**config.mk**
```make
export PLATFORM = sky130hd
export DESIGN_NAME = arcade_input_conditioner_flat
export DESIGN_NICKNAME = d
export VERILOG_FILES = /design/src/rtl/arcade_input_if.sv /design/src/rtl/arcade_input_conditioner.sv /design/src/flat_wrapper.sv
export SDC_FILE = /design/constraint.sdc
export NUM_CORES = 1
export LEC_CHECK = 0
export CAP_MARGIN = 15
export CORE_MARGIN = 2
export CORE_UTILIZATION = 55
export DETAILED_ROUTE_END_ITERATION = 7
export GPL_ROUTABILITY_DRIVEN = 0
export HOLD_SLACK_MARGIN = 0.03
export PLACE_DENSITY = 0.73
export SLEW_MARGIN = 20
export SYNTH_ARGS = -nofsm -noshare
export SYNTH_HDL_FRONTEND = slang
export SYNTH_SLANG_ARGS = --single-unit
```
**constraint.sdc**
```tcl
create_clock -name clk_sys -period 2.14 [get_ports clk_sys]
set_input_delay 0.428 -clock clk_sys [delete_from_list [all_inputs] [get_ports clk_sys]]
set_output_delay 0.428 -clock clk_sys [all_outputs]
set_load 0.01 [all_outputs]
```
**src/rtl/arcade_input_if.sv**
```systemverilog
// Bundle of raw OSD joystick/coin levels and their conditioned counterparts.
// master drives the raw levels; slave is the conditioner.
interface arcade_input_if #(
  parameter int NB = 8
);
  logic          vblank;
  logic          pause;
  logic [NB-1:0] btn_raw;
  logic [1:0]    coin_raw;
  logic [NB-1:0] btn_out;
  logic [1:0]    coin_out;
  logic [7:0]    coin_cnt;

  modport master (
    output vblank, pause, btn_raw, coin_raw,
    input  btn_out, coin_out, coin_cnt
  );

  modport slave (
    input  vblank, pause, btn_raw, coin_raw,
    output btn_out, coin_out, coin_cnt
  );
endinterface

```
**src/rtl/arcade_input_conditioner.sv**
```systemverilog
// Synchronises and debounces joystick/coin levels; shapes each accepted coin
// into a single frame-timed pulse and keeps a running coin total.
module arcade_input_conditioner #(
  parameter int NB            = 8,
  parameter int DEBOUNCE_CYC  = 1024,
  parameter int COIN_PULSE_FR = 3,
  parameter int COIN_GAP_FR   = 3
) (
  input  logic          clk_sys,
  input  logic          rst_n,
  arcade_input_if.slave bus
);

  localparam int NI   = NB + 2;
  localparam int DW   = $clog2(DEBOUNCE_CYC) + 1;
  localparam int FMAX = (COIN_PULSE_FR > COIN_GAP_FR) ? COIN_PULSE_FR : COIN_GAP_FR;
  localparam int TW   = $clog2(FMAX) + 1;

  localparam logic [DW-1:0] DB_LAST    = DW'(DEBOUNCE_CYC - 1);
  localparam logic [TW-1:0] PULSE_LAST = TW'(COIN_PULSE_FR - 1);
  localparam logic [TW-1:0] GAP_LAST   = TW'(COIN_GAP_FR - 1);

  typedef enum logic [1:0] {
    IDLE     = 2'd0,
    PULSE    = 2'd1,
    GAP      = 2'd2,
    WAIT_REL = 2'd3
  } coin_state_t;

  logic [NI-1:0] raw_all;
  logic [NI-1:0] meta_reg;
  logic [NI-1:0] sync_reg;
  logic [NI-1:0] db_all;
  logic          vb_meta_reg;
  logic          vb_sync_reg;
  logic          vb_prev_reg;
  logic          tick;
  logic [1:0]    prime_reg;
  logic [1:0]    coin_db;
  logic [1:0]    coin_sync;
  logic [1:0]    accept;
  logic [1:0]    coin_pulse;
  logic [7:0]    coin_cnt_reg;
  logic [7:0]    coin_cnt_next;

  assign raw_all = {bus.coin_raw, bus.btn_raw};

  always_ff @(posedge clk_sys or negedge rst_n) begin
    if (!rst_n) begin
      meta_reg    <= '0;
      sync_reg    <= '0;
      vb_meta_reg <= 1'b0;
      vb_sync_reg <= 1'b0;
      vb_prev_reg <= 1'b0;
      prime_reg   <= 2'b00;
    end else begin
      meta_reg    <= raw_all;
      sync_reg    <= meta_reg;
      vb_meta_reg <= bus.vblank;
      vb_sync_reg <= vb_meta_reg;
      vb_prev_reg <= vb_sync_reg;
      prime_reg   <= {prime_reg[0], 1'b1};
    end
  end

  // Paused frames are dropped outright rather than queued.
  assign tick = vb_sync_reg & ~vb_prev_reg & ~bus.pause;

  genvar gi;
  generate
    for (gi = 0; gi < NI; gi++) begin : g_db
      logic [DW-1:0] cnt_reg;
      logic          state_reg;

      always_ff @(posedge clk_sys or negedge rst_n) begin
        if (!rst_n) begin
          cnt_reg   <= '0;
          state_reg <= 1'b0;
        end else if (sync_reg[gi] == state_reg) begin
          cnt_reg <= '0;
        end else if (cnt_reg == DB_LAST) begin
          state_reg <= sync_reg[gi];
          cnt_reg   <= '0;
        end else begin
          cnt_reg <= cnt_reg + 1'b1;
        end
      end

      assign db_all[gi] = state_reg;
    end
  endgenerate

  assign coin_db   = db_all[NB+1:NB];
  assign coin_sync = sync_reg[NB+1:NB];

  generate
    for (gi = 0; gi < 2; gi++) begin : g_coin
      coin_state_t   state_reg;
      coin_state_t   state_next;
      logic [TW-1:0] tick_reg;
      logic [TW-1:0] tick_next;
      logic          prev_reg;
      logic          armed_reg;
      logic          armed_next;
      logic          accept_bit;

      always_ff @(posedge clk_sys or negedge rst_n) begin
        if (!rst_n) begin
          state_reg <= IDLE;
          tick_reg  <= '0;
          prev_reg  <= 1'b0;
          armed_reg <= 1'b0;
        end else begin
          state_reg <= state_next;
          tick_reg  <= tick_next;
          prev_reg  <= coin_db[gi];
          armed_reg <= armed_next;
        end
      end

      always_comb begin
        state_next = state_reg;
        tick_next  = tick_reg;
        accept_bit = 1'b0;
        // A slot arms only once the live (synchronised) coin has been seen low,
        // so a coin held through reset never counts until it is re-pressed.
        armed_next = armed_reg | (prime_reg[1] & ~coin_sync[gi] & ~coin_db[gi]);
        case (state_reg)
          IDLE: begin
            if (armed_reg && coin_db[gi] && !prev_reg) begin
              accept_bit = 1'b1;
              state_next = PULSE;
              tick_next  = '0;
            end
          end
          PULSE: begin
            if (tick) begin
              if (tick_reg == PULSE_LAST) begin
                state_next = GAP;
                tick_next  = '0;
              end else begin
                tick_next = tick_reg + 1'b1;
              end
            end
          end
          GAP: begin
            if (tick) begin
              if (tick_reg == GAP_LAST) begin
                state_next = coin_db[gi] ? WAIT_REL : IDLE;
                tick_next  = '0;
              end else begin
                tick_next = tick_reg + 1'b1;
              end
            end
          end
          WAIT_REL: begin
            if (!coin_db[gi]) begin
              state_next = IDLE;
            end
          end
          default: state_next = IDLE;
        endcase
      end

      assign accept[gi]     = accept_bit;
      assign coin_pulse[gi] = (state_reg == PULSE);
    end
  endgenerate

  assign coin_cnt_next = coin_cnt_reg + {7'd0, accept[0]} + {7'd0, accept[1]};

  always_ff @(posedge clk_sys or negedge rst_n) begin
    if (!rst_n) begin
      coin_cnt_reg <= 8'd0;
    end else begin
      coin_cnt_reg <= coin_cnt_next;
    end
  end

  assign bus.btn_out  = db_all[NB-1:0];
  assign bus.coin_out = coin_pulse;
  assign bus.coin_cnt = coin_cnt_reg;

endmodule

```
**src/flat_wrapper.sv**
```systemverilog
// flat-port wrapper written by rule: the top's interface ports become plain ports
module arcade_input_conditioner_flat 
#(
  parameter int NB            = 8,
  parameter int DEBOUNCE_CYC  = 1024,
  parameter int COIN_PULSE_FR = 3,
  parameter int COIN_GAP_FR   = 3
)
  (clk_sys, rst_n, bus_vblank, bus_pause, bus_btn_raw, bus_coin_raw, bus_btn_out, bus_coin_out, bus_coin_cnt);
  arcade_input_if #(.NB(NB)) bus_i ();
  input  logic clk_sys;
  input  logic rst_n;
  input wire logic [$bits(bus_i.vblank)-1:0] bus_vblank;
  input wire logic [$bits(bus_i.pause)-1:0] bus_pause;
  input wire logic [$bits(bus_i.btn_raw)-1:0] bus_btn_raw;
  input wire logic [$bits(bus_i.coin_raw)-1:0] bus_coin_raw;
  output wire logic [$bits(bus_i.btn_out)-1:0] bus_btn_out;
  output wire logic [$bits(bus_i.coin_out)-1:0] bus_coin_out;
  output wire logic [$bits(bus_i.coin_cnt)-1:0] bus_coin_cnt;
  assign bus_i.vblank = bus_vblank;
  assign bus_i.pause = bus_pause;
  assign bus_i.btn_raw = bus_btn_raw;
  assign bus_i.coin_raw = bus_coin_raw;
  assign bus_btn_out = bus_i.btn_out;
  assign bus_coin_out = bus_i.coin_out;
  assign bus_coin_cnt = bus_i.coin_cnt;
  arcade_input_conditioner #(.NB(NB), .DEBOUNCE_CYC(DEBOUNCE_CYC), .COIN_PULSE_FR(COIN_PULSE_FR), .COIN_GAP_FR(COIN_GAP_FR)) u_core (.clk_sys(clk_sys), .rst_n(rst_n), .bus(bus_i));
endmodule
```
==> results of run 1 <==
==> power groups by stage <==
stage | registers [mW] | clock network, mW | logic (mW)
2_1_floorplan | 3.33 | 0 | 0.126
3_3_place_gp | 3.34 | 0 | 0.228
3_5_place_dp | 3.34 | 0 | 0.238
4_1_cts | 3.28 | 2.86 | 0.241
5_1_grt | 3.29 | 3.00 | 0.273
6_report | 3.28 | 2.81 | 0.232
==> stage by stage <==
step	hold slack [ns]	area, µm²	worst slack (ns)
detailed placement	0.318	7870	0.0449
global placement	0.320	7870	0.123
floorplan	0.132	7400	0.245
finish	0.345	8460	0.152
CTS	0.348	8430	0.00452
global route	0.355	8460	0.0336
==> critical path, stage by stage, from the launching register on <==
cell     delay (ns)
dfrtp_1        0.41
inv_2          0.09
ha_1           0.23
inv_1          0.06
nor2_1         0.04
fa_1           0.41
ha_1           0.23
and3_1         0.21
nand3_1        0.10
xnor2_1        0.12
==> layout make-up <==
cell class | instances | area [µm²]
tap | 176 | 220
sequential | 167 | 4180
multi-input combinational | 465 | 3020
clock buffer | 19 | 453
inverter | 22 | 82.6
clock inverter | 12 | 95.1
timing repair buffer | 40 | 408
fill | 1004 | 4730
==> metal layers <==
| metal | vias to the layer above | global-route usage [%] | share of wire, % |
|---|---|---|---|
| met4 | 0 | 7.57 | 1.7 |
| li1 | 2361 | - | - |
| met2 | 60 | 30.4 | 51 |
| met3 | 20 | 4.99 | 3.0 |
| met1 | 2356 | 21.5 | 45 |
| met5 | - | 0 | 0 |
==> worst paths after layout <==
path                                               start                            to  slack (ns)  cells past startpoint
hold / removal                        u_core.meta_reg[5]            u_core.sync_reg[5]        0.34                      0
hold reg to reg                       u_core.meta_reg[5]            u_core.sync_reg[5]        0.34                      0
setup reg to reg           u_core.g_coin[0].state_reg[0]        u_core.bus.coin_cnt[6]        0.15                      9
max in group asynchronous                          rst_n     u_core.g_db[8].cnt_reg[1]        1.04                      3
setup / recovery           u_core.g_coin[0].state_reg[0]        u_core.bus.coin_cnt[6]        0.15                      9
min in group asynchronous                          rst_n  u_core.g_coin[0].tick_reg[2]        0.43                      2
==> what timing repair did <==
item | 4_1_cts | 5_1_grt
setup buffers | 0 | 3
hold buffers | 1 | 0
resized for setup | 4 | 2
endpoints found under the hold margin | 25 | 0
endpoints found under the setup margin | 2 | 3
==> logic make-up (layout without fill, tap and decap cells) <==
kind of cell	Yosys count	in the layout
DFF	167	167
and+or+nand+nor	292	292
buffers and inverters	39	93
other	1	1
muxes	13	13
xor gates and xnor gates	92	92
AOI/OAI and AO/OA	44	44
adders and majority gates	23	23
==> cells in the mapped netlist (2+ instances only) <==
master / count / area share (%)
nand2_1: 38 / 1.9
or3_1: 4 / 0.34
mux2_2: 10 / 1.5
xnor2_1: 49 / 5.8
xor2_1: 43 / 5.1
inv_1: 22 / 1.1
or2_1: 2 / 0.17
nor2_1: 116 / 5.9
mux2i_1: 3 / 0.41
o21ai_2: 3 / 0.36
nor2b_1: 4 / 0.34
o21ai_0: 10 / 0.68
nand3_1: 39 / 2.6
dfrtp_1: 167 / 56
a31oi_1: 3 / 0.25
a21o_1: 2 / 0.20
a32o_1: 5 / 0.68
nor3_1: 13 / 0.88
buf_4: 10 / 1.0
nor3b_1: 6 / 0.61
nor4_1: 4 / 0.34
nand4_1: 23 / 1.9
ha_1: 22 / 3.7
nor3_2: 2 / 0.27
a21oi_1: 14 / 0.95
nand3b_1: 2 / 0.20
and4_1: 10 / 1.2
and3_1: 9 / 0.76
buf_2: 5 / 0.34
nand2b_1: 4 / 0.34
and2_1: 2 / 0.17
buf_6: 2 / 0.30
nor4b_2: 3 / 0.61
or2_2: 5 / 0.42
==> impl_metrics.tcl, run 1 <==
set metrics [dict create \
    synth_top_family_by_area "simple AND/OR/NAND/NOR gates" \
    drt_first_pass_iters 6 \
    start_kind "flip-flop" \
    period_needed_ns 1.99 \
    antennaDiodeCount 0 \
    crit_required_ns 2.48 \
    status "finished, final reports clean" \
    grt_pass1_wl_um 20700 \
    yosys.area_share.adder_pct 3.99 \
    ys_seq_area_share_pct 56.5 \
    cts_sinks 167 \
    htree_levels 4 \
    crit_type "flip-flop to flip-flop" \
    synth-edff-count 0 \
    clock-root-buffer "clkbuf_16" \
    io_pins 32 \
    p_leak_nw 3.76 \
    rsz0062_at_grt "no" \
    ant_nets 0 \
    yosys.area_share.simple_pct 19.8 \
    die_h_um 120 \
    hold_path.class "flip-flop to flip-flop" \
    internal-power_mw 4.87 \
    synthFlopType "dfrtp_1" \
    path_clk_slew_ns 0.06 \
    vdd_drop_max_mv 0.819 \
    cts_made_buffers 17 \
    finalHoldViolCount 0 \
    syn_nets 708 \
    switching_power_mw 1.45 \
    syn_area_um2 7400 \
    ys_seq_elements 167 \
    die_w_um 120 \
    synth_warnings 0 \
    initial_core_util_pct 56.1 \
    ys_types 49 \
    grt_max_degree 66 \
    areaGrowthSynthToFinish_pct 14.3 \
    drtIter0Drc 336 \
    syn_inst 671 \
    critPathMaxFanout 5 \
    skew_ns 0.0131 \
    seqPwrFrac_pct 52.0 \
    grt_pass1_vias 4802 \
    pwr-share-comb_pct 3.7 \
    synth_mux_area_share_pct 1.93 \
    placed_cells 866 \
    setup_violations 0 \
    die_area_um2 14400 \
    antenna_found_initial 0 \
    grtUsageTotal_pct 17.9 \
    layout_commonest_cell "dfrtp_1" \
    cap_violations 0 \
    drc_errors 0 \
    period_share_pct 92.9 \
    portBuffers 31 \
    arrival_ns 2.33 \
    p_sw_share_pct 23.0 \
    nets 750 \
    drv_slew 0 \
    core_region_area_um2 13200 \
    power_density_nw_per_um2 747 \
    crit_path_end_kind "flip-flop" \
    fmax_mhz 503 \
    final_cells 901 \
    routedWlPerCell_um 13.3 \
    synth-compound-area-share_pct 4.14 \
    wirelength_um 12000 \
    layout_common_cells "dfrtp_1, nor2_1, xnor2_1" \
    synthXorXnorAreaFrac_pct 10.9 \
    total_power_mw 6.32 \
    clockPowerShare_pct 44.4 \
    largest_reg_flops 110 \
    drive_gt1_share_pct 9.93 \
    final_util_pct 64.1 \
    clock_latency_ns 0.43 \
    ys_async_sr_fraction_pct 100 \
    cts_tree "yes" \
    tns_ns 0 \
    syn_area_per_cell_um2 11.0 \
    via_per_inst 5.32 \
    hpwlAfterDp_um 8230 \
    num_vias 4797 \
    cts_buffer_depth 2 \
    overflow 0 \
    std_cell_rows 42 \
]
No activity file was read; power rests on OpenSTA's default activity.
==> run 2: changes to the inputs <==
- CORE_UTILIZATION: 55 -> 40
- PLACE_DENSITY: 0.73 -> unset
- SETUP_SLACK_MARGIN: unset -> 0.02
==> impl_metrics.tcl, run 2 (same netlist as run 1, synthesis figures left out) <==
set metrics [dict create \
    crit_required_ns 1.71 \
    relSlewSlack_pct 67.1 \
    drc_errors 0 \
    path_clk_slew_ns 0.06 \
    die_w_um 140 \
    wirelength_um 11800 \
    tns_ns 0 \
    std_cell_rows 49 \
    final-seq-area_um2 4180 \
    drv_slew 0 \
    grtUsageTotal_pct 13.2 \
    routedWlPerCell_um 12.4 \
    seqPwrFrac_pct 51.1 \
    initial_core_util_pct 40.9 \
    use_met2_pct 22.7 \
    crit_family "buffers and inverters" \
    clock-root-buffer "clkbuf_16" \
    critPathBufInv 2 \
    p_leak_nw 3.76 \
    die_area_um2 19600 \
    vdd_drop_max_mv 0.641 \
    start_kind "flip-flop" \
    grtUsageMet1_pct 15.7 \
    portBuffers 31 \
    pwr-share-comb_pct 3.6 \
    layout_common_cells "dfrtp_1, nor2_1, xnor2_1" \
    antennaDiodeCount 0 \
    nFillCells 1638 \
    multi_input_area_um2 3020 \
    drt_first_pass_iters 6 \
    via_per_inst 4.92 \
    critPathMaxFanout 4 \
    skew_ns 0.00730 \
    crit_type "flip-flop to output pin" \
    htree_levels 4 \
    cts_buffer_depth 2 \
    hpwlAfterDp_um 7970 \
    rsz0062_at_grt "no" \
    p_sw_share_pct 22.8 \
    arrival_ns 1.61 \
    ant_nets 0 \
    slowest_delay_ns 0.53 \
    whs_ns 0.349 \
    grt_max_degree 54 \
    nets 751 \
    drive_gt1_share_pct 9.90 \
    crit_path_end_kind "output pin" \
    power_density_nw_per_um2 751 \
    num_vias 4703 \
    areaGrowthSynthToFinish_pct 15.5 \
    clock_latency_ns 0.42 \
    grt_busiest_layer "met2" \
    grt_util_met3_pct 4.14 \
    crit_slowest_cell "clkdlybuf4s50_1" \
    io_pins 32 \
    cts_made_buffers 17 \
    drtIter0Drc 215 \
    period_needed_ns 2.04 \
    cts_tree "yes" \
    internal-power_mw 4.96 \
    overflow 0 \
    layout_commonest_cell "dfrtp_1" \
    hold_path.class "flip-flop to flip-flop" \
    antenna_found_initial 0 \
    grt_pass1_wl_um 21300 \
    finalHoldViolCount 0 \
    setup_violations 0 \
    core_region_area_um2 18100 \
    largest_reg_flops 110 \
    period_share_pct 95.1 \
    die_h_um 140 \
    fmax_mhz 491 \
    grt_pass1_vias 4873 \
    cts_sinks 167 \
    cap_violations 0 \
    clockPowerShare_pct 45.2 \
    worst_slew_pin_slew_ns 0.489 \
    switching_power_mw 1.47 \
    status "finished, final reports clean" \
    crit_chain "inv_2 > ha_1 > clkdlybuf4s50_1" \
]
-- run 2: cell types whose count changed in the layout (fill, tap and decap cells not counted) --
cell,before,now
clkinvlp_4,5,4
ha_1,21,22
clkbuf_8,2,1
ha_2,1,0
inv_2,2,1
dlymetal6s2s_1,1,0
inv_1,20,21
bufinv_16,0,1
clkinv_2,1,3
buf_4,6,7
clkdlybuf4s50_1,28,29
clkinv_4,2,4
inv_6,4,2
-- run 2: metrics by stage --
stage	instances	setup slack [ns]	instance area, µm²	util, %	power [mW]
6_report	956	0.105	8550	47.3	6.42
5_1_grt	956	0.0125	8550	47.3	6.73
4_1_cts	954	0.0738	8530	47.2	6.55
3_5_place_dp	920	0.0752	7950	43.9	3.58
3_3_place_gp	920	0.127	7950	43.9	3.57
2_1_floorplan	671	0.245	7400	-	3.45
-- run 2: timing repair --
action,in CTS,in global routing
resized for setup,2,1
pin swaps,0,0
setup endpoints to repair,2,2
cloned,0,0
buffers inserted,1,2
hold buffers,1,0
hold endpoints to repair,43,0
-- run 2: final cells by class --
class | instances | area share (%)
clock buffers | 18 | 5.14
clock inverters | 14 | 1.49
inverters | 22 | 0.966
multi-input cells | 465 | 35.3
flip-flops and latches | 167 | 48.9
well taps | 229 | 3.35
repair buffers | 41 | 4.83
-- run 2: worst paths after layout --
check / from / to / cells after the start / slack, ns
worst max-delay path: u_core.g_coin[0].state_reg[1] / bus_coin_out[0] / 3 / 0.10
worst min-delay path: u_core.vb_meta_reg / u_core.vb_sync_reg / 0 / 0.35
worst max register to register: u_core.g_coin[1].state_reg[1] / u_core.bus.coin_cnt[6] / 9 / 0.14
worst min register to register: u_core.vb_meta_reg / u_core.vb_sync_reg / 0 / 0.35
max in group asynchronous: rst_n / u_core.sync_reg[4] / 3 / 0.98
min in group asynchronous: rst_n / u_core.meta_reg[1] / 2 / 0.51
-- run 2: layer usage --
layer | up-vias | part of all wire [%]
li1 | 2352 | -
met1 | 2302 | 47
met2 | 37 | 49
met3 | 12 | 2.7
met4 | 0 | 1.2
met5 | - | 0
-- run 2: power by group through the flow --
stage               combinational (mW)  sequential [mW]  clock, mW
global route                     0.274             3.29       3.17
global placement                 0.232             3.34          0
detailed placement               0.240             3.34          0
finish                           0.233             3.28       2.91
CTS                              0.244             3.28       3.02
floorplan                        0.126             3.33          0
==> run 3: changes to the inputs <==
- clock period: 2.14 -> 2.6 ns (I/O delays scaled with it)
==> impl_metrics.tcl, run 3 (same netlist as run 1, synthesis figures left out) <==
set metrics [dict create \
    status "complete, but fails checks" \
    violations "DRC" \
    arrival_ns 1.80 \
    drtIter0Drc 189 \
    cts_buffer_depth 2 \
    final_util_pct 47.2 \
    die_h_um 140 \
    hold_path.class "input port to asynchronous set/reset pin" \
    overflow 0 \
    drive_gt1_share_pct 8.75 \
    portBuffers 31 \
    clock-root-buffer "clkbuf_16" \
    grtUsageTotal_pct 13.2 \
    wirelength_um 11900 \
    die_area_um2 19600 \
    die_w_um 140 \
    htree_levels 4 \
    nets 744 \
    antennaDiodeCount 0 \
    fmax_mhz 432 \
    path_clk_slew_ns 0.07 \
    drc_errors 2 \
    via_per_inst 4.95 \
    crit_path_end_kind "output pin" \
    fin_area_um2 8540 \
    cap_violations 0 \
    antenna_found_initial 0 \
    p_leak_nw 3.74 \
    cts_made_buffers 17 \
    clock_latency_ns 0.42 \
    grt_pass1_vias 4801 \
    cts_resized 0 \
    core_region_area_um2 18100 \
    finalHoldViolCount 0 \
    cts_tree "yes" \
    num_vias 4701 \
    crit_family "buffers and inverters" \
    initial_core_util_pct 40.9 \
    critPathMaxFanout 6 \
    tns_ns 0 \
    rsz0062_at_grt "no" \
    grt_max_degree 63 \
    vdd_drop_max_mv 0.418 \
    hpwlAfterDp_um 8140 \
    layout_commonest_cell "dfrtp_1" \
    critPathBufInv 2 \
    power_density_nw_per_um2 641 \
    cts_sinks 167 \
    relSlewSlack_pct 61.4 \
    multi_input_area_um2 3020 \
    worst_slew_pin_slew_ns 0.578 \
    setup_violations 0 \
    layout_common_cells "dfrtp_1, nor2_1, xnor2_1" \
    drv_slew 0 \
    crit_chain "inv_1 > ha_1 > clkdlybuf4s50_1" \
    largest_reg_flops 110 \
    skew_ns 0.00788 \
    grt_pass1_wl_um 21100 \
    placed_area_um2 7930 \
    io_pins 32 \
    crit_required_ns 2.08 \
    crit_type "flip-flop to output pin" \
    start_kind "flip-flop" \
    cts_hold_buf 0 \
    slowest_delay_ns 0.57 \
    nFillCells 1638 \
    period_share_pct 89.1 \
    crit_slowest_cell "clkdlybuf4s50_1" \
    routedWlPerCell_um 12.5 \
    cts_post_setup_buffers_inserted 0 \
    ant_nets 0 \
    drt_first_pass_iters 7 \
    final-seq-area_um2 4180 \
    std_cell_rows 49 \
    period_needed_ns 2.32 \
    areaGrowthSynthToFinish_pct 15.3 \
]
[run 3: cell count changes in the layout (fill, tap and decap cells not counted), moves of 2 or more]
cell | previous run | this run
clkinv_4 | 4 | 2
buf_4 | 7 | 1
bufinv_16 | 1 | 3
clkinv_2 | 3 | 1
[run 3: cell type report]
| cell class | count | share of cell area, % |
|---|---|---|
| Sequential cell | 167 | 49.0 |
| Multi-Input combinational cell | 465 | 35.4 |
| Clock buffer | 19 | 5.19 |
| Timing Repair Buffer | 34 | 4.21 |
| Tap cell | 229 | 3.36 |
| Clock inverter | 13 | 1.98 |
| Inverter | 22 | 0.967 |
[run 3: per-stage QoR]
| stage | total power, mW | worst slack (ns) | hold WS (ns) | cells |
|---|---|---|---|---|
| 2_1_floorplan | 2.84 | 0.705 | 0.224 | 671 |
| 3_3_place_gp | 2.94 | 0.495 | 0.332 | 917 |
| 3_5_place_dp | 2.95 | 0.426 | 0.336 | 917 |
| 4_1_cts | 5.58 | 0.260 | 0.0868 | 949 |
| 5_1_grt | 5.73 | 0.199 | 0.0821 | 949 |
| 6_report | 5.47 | 0.284 | 0.0560 | 949 |
[run 3: power breakdown]
| part | total, mW | leakage (nW) | switching, mW | internal [mW] |
|---|---|---|---|---|
| logic | 0.190 | 1.21 | 0.117 | 0.0729 |
| registers | 2.70 | 2.24 | 0.0468 | 2.66 |
| clock network | 2.58 | 0.287 | 1.03 | 1.55 |
[run 3: worst reg2reg max path, cell delays in order, from the launching register on]
cell and delay, ns:
dfrtp_1 0.44, inv_1 0.10, ha_1 0.23, inv_1 0.08
nor2_1 0.06, fa_1 0.44, ha_1 0.22, and3_1 0.21
nand3_1 0.10, xnor2_1 0.11
[run 3: worst paths after layout]
path / cells after the start / from / endpoint / slack, ns
max reg2reg: 9 / u_core.g_coin[1].state_reg[0] / u_core.bus.coin_cnt[6] / 0.55
max: 3 / u_core.g_coin[1].state_reg[1] / bus_coin_out[1] / 0.28
min reg2reg: 0 / u_core.meta_reg[5] / u_core.sync_reg[5] / 0.35
min: 1 / rst_n / u_core.g_db[7].cnt_reg[1] / 0.06
max in group asynchronous: 2 / rst_n / u_core.g_coin[0].tick_reg[1] / 1.83
min in group clk_sys: 0 / u_core.meta_reg[5] / u_core.sync_reg[5] / 0.35
[run 3: layer usage]
layer | GRT usage [%] | vias to the layer above | wire, µm | part of all wire, %
met1 | 15.6 | 2306 | 5430 | 46
li1 | - | 2329 | - | -
met5 | 0 | - | 0 | 0
met3 | 4.24 | 11 | 323 | 2.7
met4 | 4.78 | 0 | 157 | 1.3
met2 | 22.7 | 55 | 5950 | 50
